**config.mk**
```make
export PLATFORM = sky130hd
export DESIGN_NAME = blft_wb_writer
export DESIGN_NICKNAME = d
export VERILOG_FILES = /design/src/rtl/blft_wb_writer.sv
export SDC_FILE = /design/constraint.sdc
export NUM_CORES = 1
export LEC_CHECK = 0
export ABC_AREA = 1
export CORE_UTILIZATION = 31
export DETAILED_ROUTE_END_ITERATION = 8
export GPL_ROUTABILITY_DRIVEN = 0
export PLACE_DENSITY = 0.55
export SKIP_LAST_GASP = 1
export SLEW_MARGIN = 10
export SYNTH_ARGS = -nofsm -noshare
export SYNTH_HDL_FRONTEND = slang
export SYNTH_SLANG_ARGS = --single-unit
```
**constraint.sdc**
```tcl
create_clock -name clk -period 14.8 [get_ports clk]
set_input_delay 2.96 -clock clk [delete_from_list [all_inputs] [get_ports clk]]
set_output_delay 2.96 -clock clk [all_outputs]
set_load 0.02 [all_outputs]
```
**src/rtl/blft_wb_writer.sv**
```systemverilog
// Write-back stage after the bilateral filter: deduplicates the filtered-pixel stream, buffers it
// in a small FIFO and writes each pixel once to the result SRAM through a ready-gated port.
module blft_wb_writer #(
  parameter int unsigned DEPTH = 8,
  parameter int unsigned AW    = 16,
  parameter int unsigned DW    = 8
) (
  input  logic          clk,
  input  logic          rst,
  input  logic          i_pix_valid,
  input  logic [AW-1:0] i_pix_addr,
  input  logic [DW-1:0] i_pix_data,
  input  logic          i_flt_finish,
  output logic          o_mem_we,
  output logic [AW-1:0] o_mem_addr,
  output logic [DW-1:0] o_mem_wdata,
  input  logic          i_mem_ready,
  output logic [AW:0]   o_pix_count,
  output logic          o_overflow,
  output logic          o_done
);

  localparam int unsigned PW = $clog2(DEPTH);

  typedef enum logic [1:0] {StIdle, StRun, StDrain, StDone} state_e;

  state_e        r_state;
  state_e        w_state_next;
  logic [PW:0]   r_wptr;
  logic [PW:0]   r_rptr;
  logic [AW-1:0] r_addr_mem [DEPTH];
  logic [DW-1:0] r_data_mem [DEPTH];
  logic          r_last_vld;
  logic [AW-1:0] r_last_addr;
  logic [AW:0]   r_pix_count;
  logic          r_overflow;

  logic w_empty;
  logic w_full;
  logic w_pop;
  logic w_elig;
  logic w_push;

  assign w_empty = (r_wptr == r_rptr);
  assign w_full  = (r_wptr[PW] != r_rptr[PW]) && (r_wptr[PW-1:0] == r_rptr[PW-1:0]);
  assign w_pop   = !w_empty && i_mem_ready;
  assign w_elig  = i_pix_valid && (r_state != StDone) &&
                   (!r_last_vld || (i_pix_addr != r_last_addr));
  // A full FIFO still takes the pixel when the head retires in the same cycle.
  assign w_push  = w_elig && (!w_full || w_pop);

  always_ff @(posedge clk or posedge rst) begin
    if (rst) begin
      r_wptr      <= '0;
      r_rptr      <= '0;
      r_last_vld  <= 1'b0;
      r_last_addr <= '0;
      r_pix_count <= '0;
      r_overflow  <= 1'b0;
      for (int i = 0; i < int'(DEPTH); i++) begin
        r_addr_mem[i] <= '0;
        r_data_mem[i] <= '0;
      end
    end else begin
      if (w_elig) begin
        r_last_vld  <= 1'b1;
        r_last_addr <= i_pix_addr;
      end
      if (w_elig && !w_push) begin
        r_overflow <= 1'b1;
      end
      if (w_push) begin
        r_addr_mem[r_wptr[PW-1:0]] <= i_pix_addr;
        r_data_mem[r_wptr[PW-1:0]] <= i_pix_data;
        r_wptr                     <= r_wptr + 1'b1;
      end
      if (w_pop) begin
        r_rptr <= r_rptr + 1'b1;
        if (r_pix_count != '1) begin
          r_pix_count <= r_pix_count + 1'b1;
        end
      end
    end
  end

  always_ff @(posedge clk or posedge rst) begin
    if (rst) begin
      r_state <= StIdle;
    end else begin
      r_state <= w_state_next;
    end
  end

  always_comb begin
    w_state_next = r_state;
    unique case (r_state)
      StIdle: begin
        if (i_flt_finish) begin
          w_state_next = StDrain;
        end else if (w_elig) begin
          w_state_next = StRun;
        end
      end
      StRun: begin
        if (i_flt_finish) begin
          w_state_next = StDrain;
        end
      end
      StDrain: begin
        if (w_empty && !w_push) begin
          w_state_next = StDone;
        end
      end
      StDone:  w_state_next = StDone;
      default: w_state_next = StIdle;
    endcase
  end

  assign o_mem_we    = !w_empty;
  assign o_mem_addr  = r_addr_mem[r_rptr[PW-1:0]];
  assign o_mem_wdata = r_data_mem[r_rptr[PW-1:0]];
  assign o_pix_count = r_pix_count;
  assign o_overflow  = r_overflow;
  assign o_done      = (r_state == StDone);

endmodule

```
* Word-level counts from Yosys, hierarchy flattened *
Cells that the tools add are included.
Widths: inputs -> output; s select.

storage, ports and cells
  register bits after elaboration = 237
  input bits = 29
  output and inout port bits = 44
  word-level logic and storage cells = 77

operators by class
  add/sub/neg operators = 3
  order comparisons = 3
  equal/unequal tests = 12
  multiplexer cells = 17
  bitwise logic cells = 2
  reductions and logical operators = 17

operator list
  operator               count
  $bwmux 128             1
  $bwmux 64              1
  $bmux 16 s3            1
  $demux 16 s3           1
  $mux 16                3
  $bmux 8 s3             1
  $demux 8 s3            1
  $mux 8                 3
  $add 17x1->17 const B  1
  $ne 17x17->1 const B   1
  $ne 16x16->1           1
  $add 4x1->4 const B    2
  $ge 4x4->1 const B     2
  $logic_and 1x1->1      8
  $mux 2                 4
  $not 3->4              2
  $pmux 2 s4             1
  $ne 2x2->1 const B     3
  $eq 2x2->1 const B     2
  $eq 4x4->1             1
  $logic_not 1->1        4
  $lt 4x1->1 const B     1
  $eq 3x3->1             1
  $ne 3x3->1 const B     1
  6 further kinds        7

* Longest topological paths before layout *
  depth in word-level cells = 9
  gate-level depth with buffers = 14

* Worst setup path after synthesis *
No wires, ideal clock.

  kind = register to output
  start = register r_rptr[0]
  end = output port o_mem_addr[10]
  arrival time = 1797 ps
  slack = 10043 ps
  cell stages (with the launch flop) = 9
  buffers on the path = 3
  cell sequence = dfrtp_1 -> buf_2 -> inv_1 -> clkbuf_1 -> buf_1 -> nand2_1 -> o21ai_0 -> a21oi_1 -> a31oi_1

between the ends
  longest elaborated chain between the ends = 4

RTL lines
  item                                         line  text
  start, declared                              30    logic [PW:0] r_rptr;
  start signal, assigned                       78    r_rptr <= r_rptr + 1'b1;
  $not 3->4 (not written as such)              120   assign o_mem_addr = r_addr_mem[r_rptr[PW-1:0]];
  $bmux 16 s3                                  120
  $mux 16 (not written as such) (2 in series)  120
  end, declared                                15    output logic [AW-1:0] o_mem_addr,

Every way passes these cells. The select of a mux whose other input is x is not followed.

* Worst setup path after layout *
  start = register r_rptr[0]
  end = output port o_mem_addr[6]

Same word-level chain as after synthesis.

==> reports/metrics.yaml <==
hp-start: "r_last_vld"
drt_iter0_drc: 656
synth_top_area_share_pct: 51.6
drc: 0
grt_overflow_total: 0
ctsResizeCount: 0
fin_crit_ns: 6.70
status: "finished, final reports clean"
die_h_um: 195
vias: 9505
setup_viol_count_final: 0
synthArstFlopShare_pct: 100
hold_buffers: 0
synth-seq-cells: 237
clk_pin_slew_ns: 0.06
multi_input_area_mm2: 0.00455
yosys.cell_types.count: 29
worstSkewPairLatency_ns: 0.54
end_kind: "primary output"
ys_seq_area_share_pct: 51.6
leakage_nw: 6.18
die_w_um: 195
max-vdd-ir-drop_v: 0.000130
hold_violations: 0
drive_gt1_share_pct: 5.20
synthFlopType: "dfrtp_1"
synth-edff-count: 0
postCtsSetupBuffers: 0
cp.arrival_ns: 3.74
worst_pin_slew_ns: 1.13
nFillCells: 3749
grt_max_degree: 104
seqCellArea_mm2: 0.00593
insertedDiodeCount: 0
setup_tns_ns: 0
yosysMostFrequentCell: "nand2_1"
pre_cts_ws_ns: 8.47
clock-sinks: 237
max_clock_freq_mhz: 149
synth_top_cell_by_area: "dfrtp_1"
grt_pass1_vias: 9314
wl_per_cell_um: 16.4
slew_headroom_pct: 24.4
grt_pass1_wl_mm: 52.6
cts_buffers: 27
cp_max_fo: 103
startpoint: "r_rptr[0]"
r2r-start: "r_rptr[0]"
grt.total_usage_pct: 17.4
dieArea_mm2: 0.0378
dpl.hpwl_mm: 18.8
syn_nets: 1508
clockRootBuffer: "clkbuf_16"
period_share_pct: 45.3
slew_viol_final: 0
synth_area_mm2: 0.0115
fin_nets: 1514
cts_tree: "yes"
start_util_pct: 31.5
routed_wl_mm: 32.3
avgViaCountPerCell: 4.83
syn2layout_area_growth_pct: 15.7
final.setup.worst_slack_ns: 8.10
rsz0062_at_grt: "no"
required_ns: 11.84
p_per_area_mw_per_mm2: 226
hold_class: "reg2reg"
boundaryPins: 73
max-clock-path-buffers: 3
startpoint_type: "register"
antenna_found_initial: 0
ant_nets: 0
clock_skew_ns: 0.0236
htree_levels: 1
rows: 70
core_mm2: 0.0365
synth_common_cells: "nand2_1, o21ai_0, dfrtp_1"
synth.area.top_cells: "dfrtp_1, nand2_1, o21ai_0, inv_1, a21oi_1"
drv_cap: 0
synth_warnings: 0
portBuffers: 72
postSynthCellCount: 1475
critical_path_class: "reg2out"
drt_first_pass_iters: 5
avgSynthCellArea_um2: 7.79
-- placed cells by master, fill, tap and decap left out, types with 24 or more instances in the layout --
cell	Yosys	final
o21ai_0	295	295
dfrtp_1	237	235
nor2_1	53	48
a21oi_1	70	70
inv_1	129	127
clkdlybuf4s50_1	0	72
clkbuf_16	0	27
a31oi_1	24	24
nand2_1	473	473
-- area by class of cell --
class / instances / area share [%]
clock buffer: 39 / 6.02
clock inverter: 10 / 0.621
inverter: 134 / 3.84
multi-input combinational: 993 / 34.2
sequential: 237 / 44.6
tap: 468 / 4.40
timing repair buffer: 88 / 6.32
-- through the flow --
step	instance area (um^2)	total power [mW]	util (%)	std cells	hold slack, ns
2_1_floorplan	11500	1.90	-	1475	0.422
3_3_place_gp	12400	2.34	34.0	1920	0.434
3_5_place_dp	12400	2.37	34.0	1920	0.444
4_1_cts	13300	3.05	36.4	1969	0.459
5_1_grt	13300	3.25	36.4	1969	0.485
6_report	13300	3.01	36.4	1969	0.456
-- per-layer routing --
metal	GRT usage, %	routed length [um]	vias to the layer above
li1	-	-	4723
met1	24.0	14800	4513
met2	28.9	15300	236
met3	2.31	1720	33
met4	4.12	499	0
met5	0	0	-
-- report_power, final --
part	leakage, nW	switching (mW)	internal (mW)	total, mW
Combinational	2.83	0.804	0.444	1.25
Clock	0.445	0.272	0.392	0.664
Sequential	2.91	0.143	0.956	1.10
-- final timing paths --
path / endpoint / slack [ns] / cells past startpoint
min in group asynchronous: r_data_mem[3] / 2.92 / 2
max: o_mem_addr[6] / 8.10 / 8
min reg2reg: r_last_vld / 0.46 / 2
max in group asynchronous: r_addr_mem[26] / 9.50 / 4
min: r_last_vld / 0.46 / 2
max reg2reg: r_data_mem[38] / 11.35 / 11
-- cell families after synthesis --
group | synth area share, %
xor gates and xnor gates | 1.91
DFF | 51.6
AOI/OAI and AO/OA | 18.0
buffers and inverters | 9.10
and+or+nand+nor | 18.9
adders and majority gates | 0.436
-- critical path, cell delays in order (launching register included) --
cell             delay (ns)
dfrtp_2                0.38
buf_4                  0.41
inv_2                  0.19
buf_4                  0.76
nor2_1                 0.08
o21ai_0                0.18
a21oi_1                0.05
a31oi_1                0.37
clkdlybuf4s50_1        0.70
-- registers in the layout, indices dropped and copies added, names as in the netlist --
register / flops
r_data_mem: 64
r_rptr: 4
r_last_addr: 16
r_last_vld: 1
r_state: 2
o_pix_count: 17
r_wptr: 4
r_addr_mem: 128
o_overflow: 1
Power figures use the tool's default switching activity.
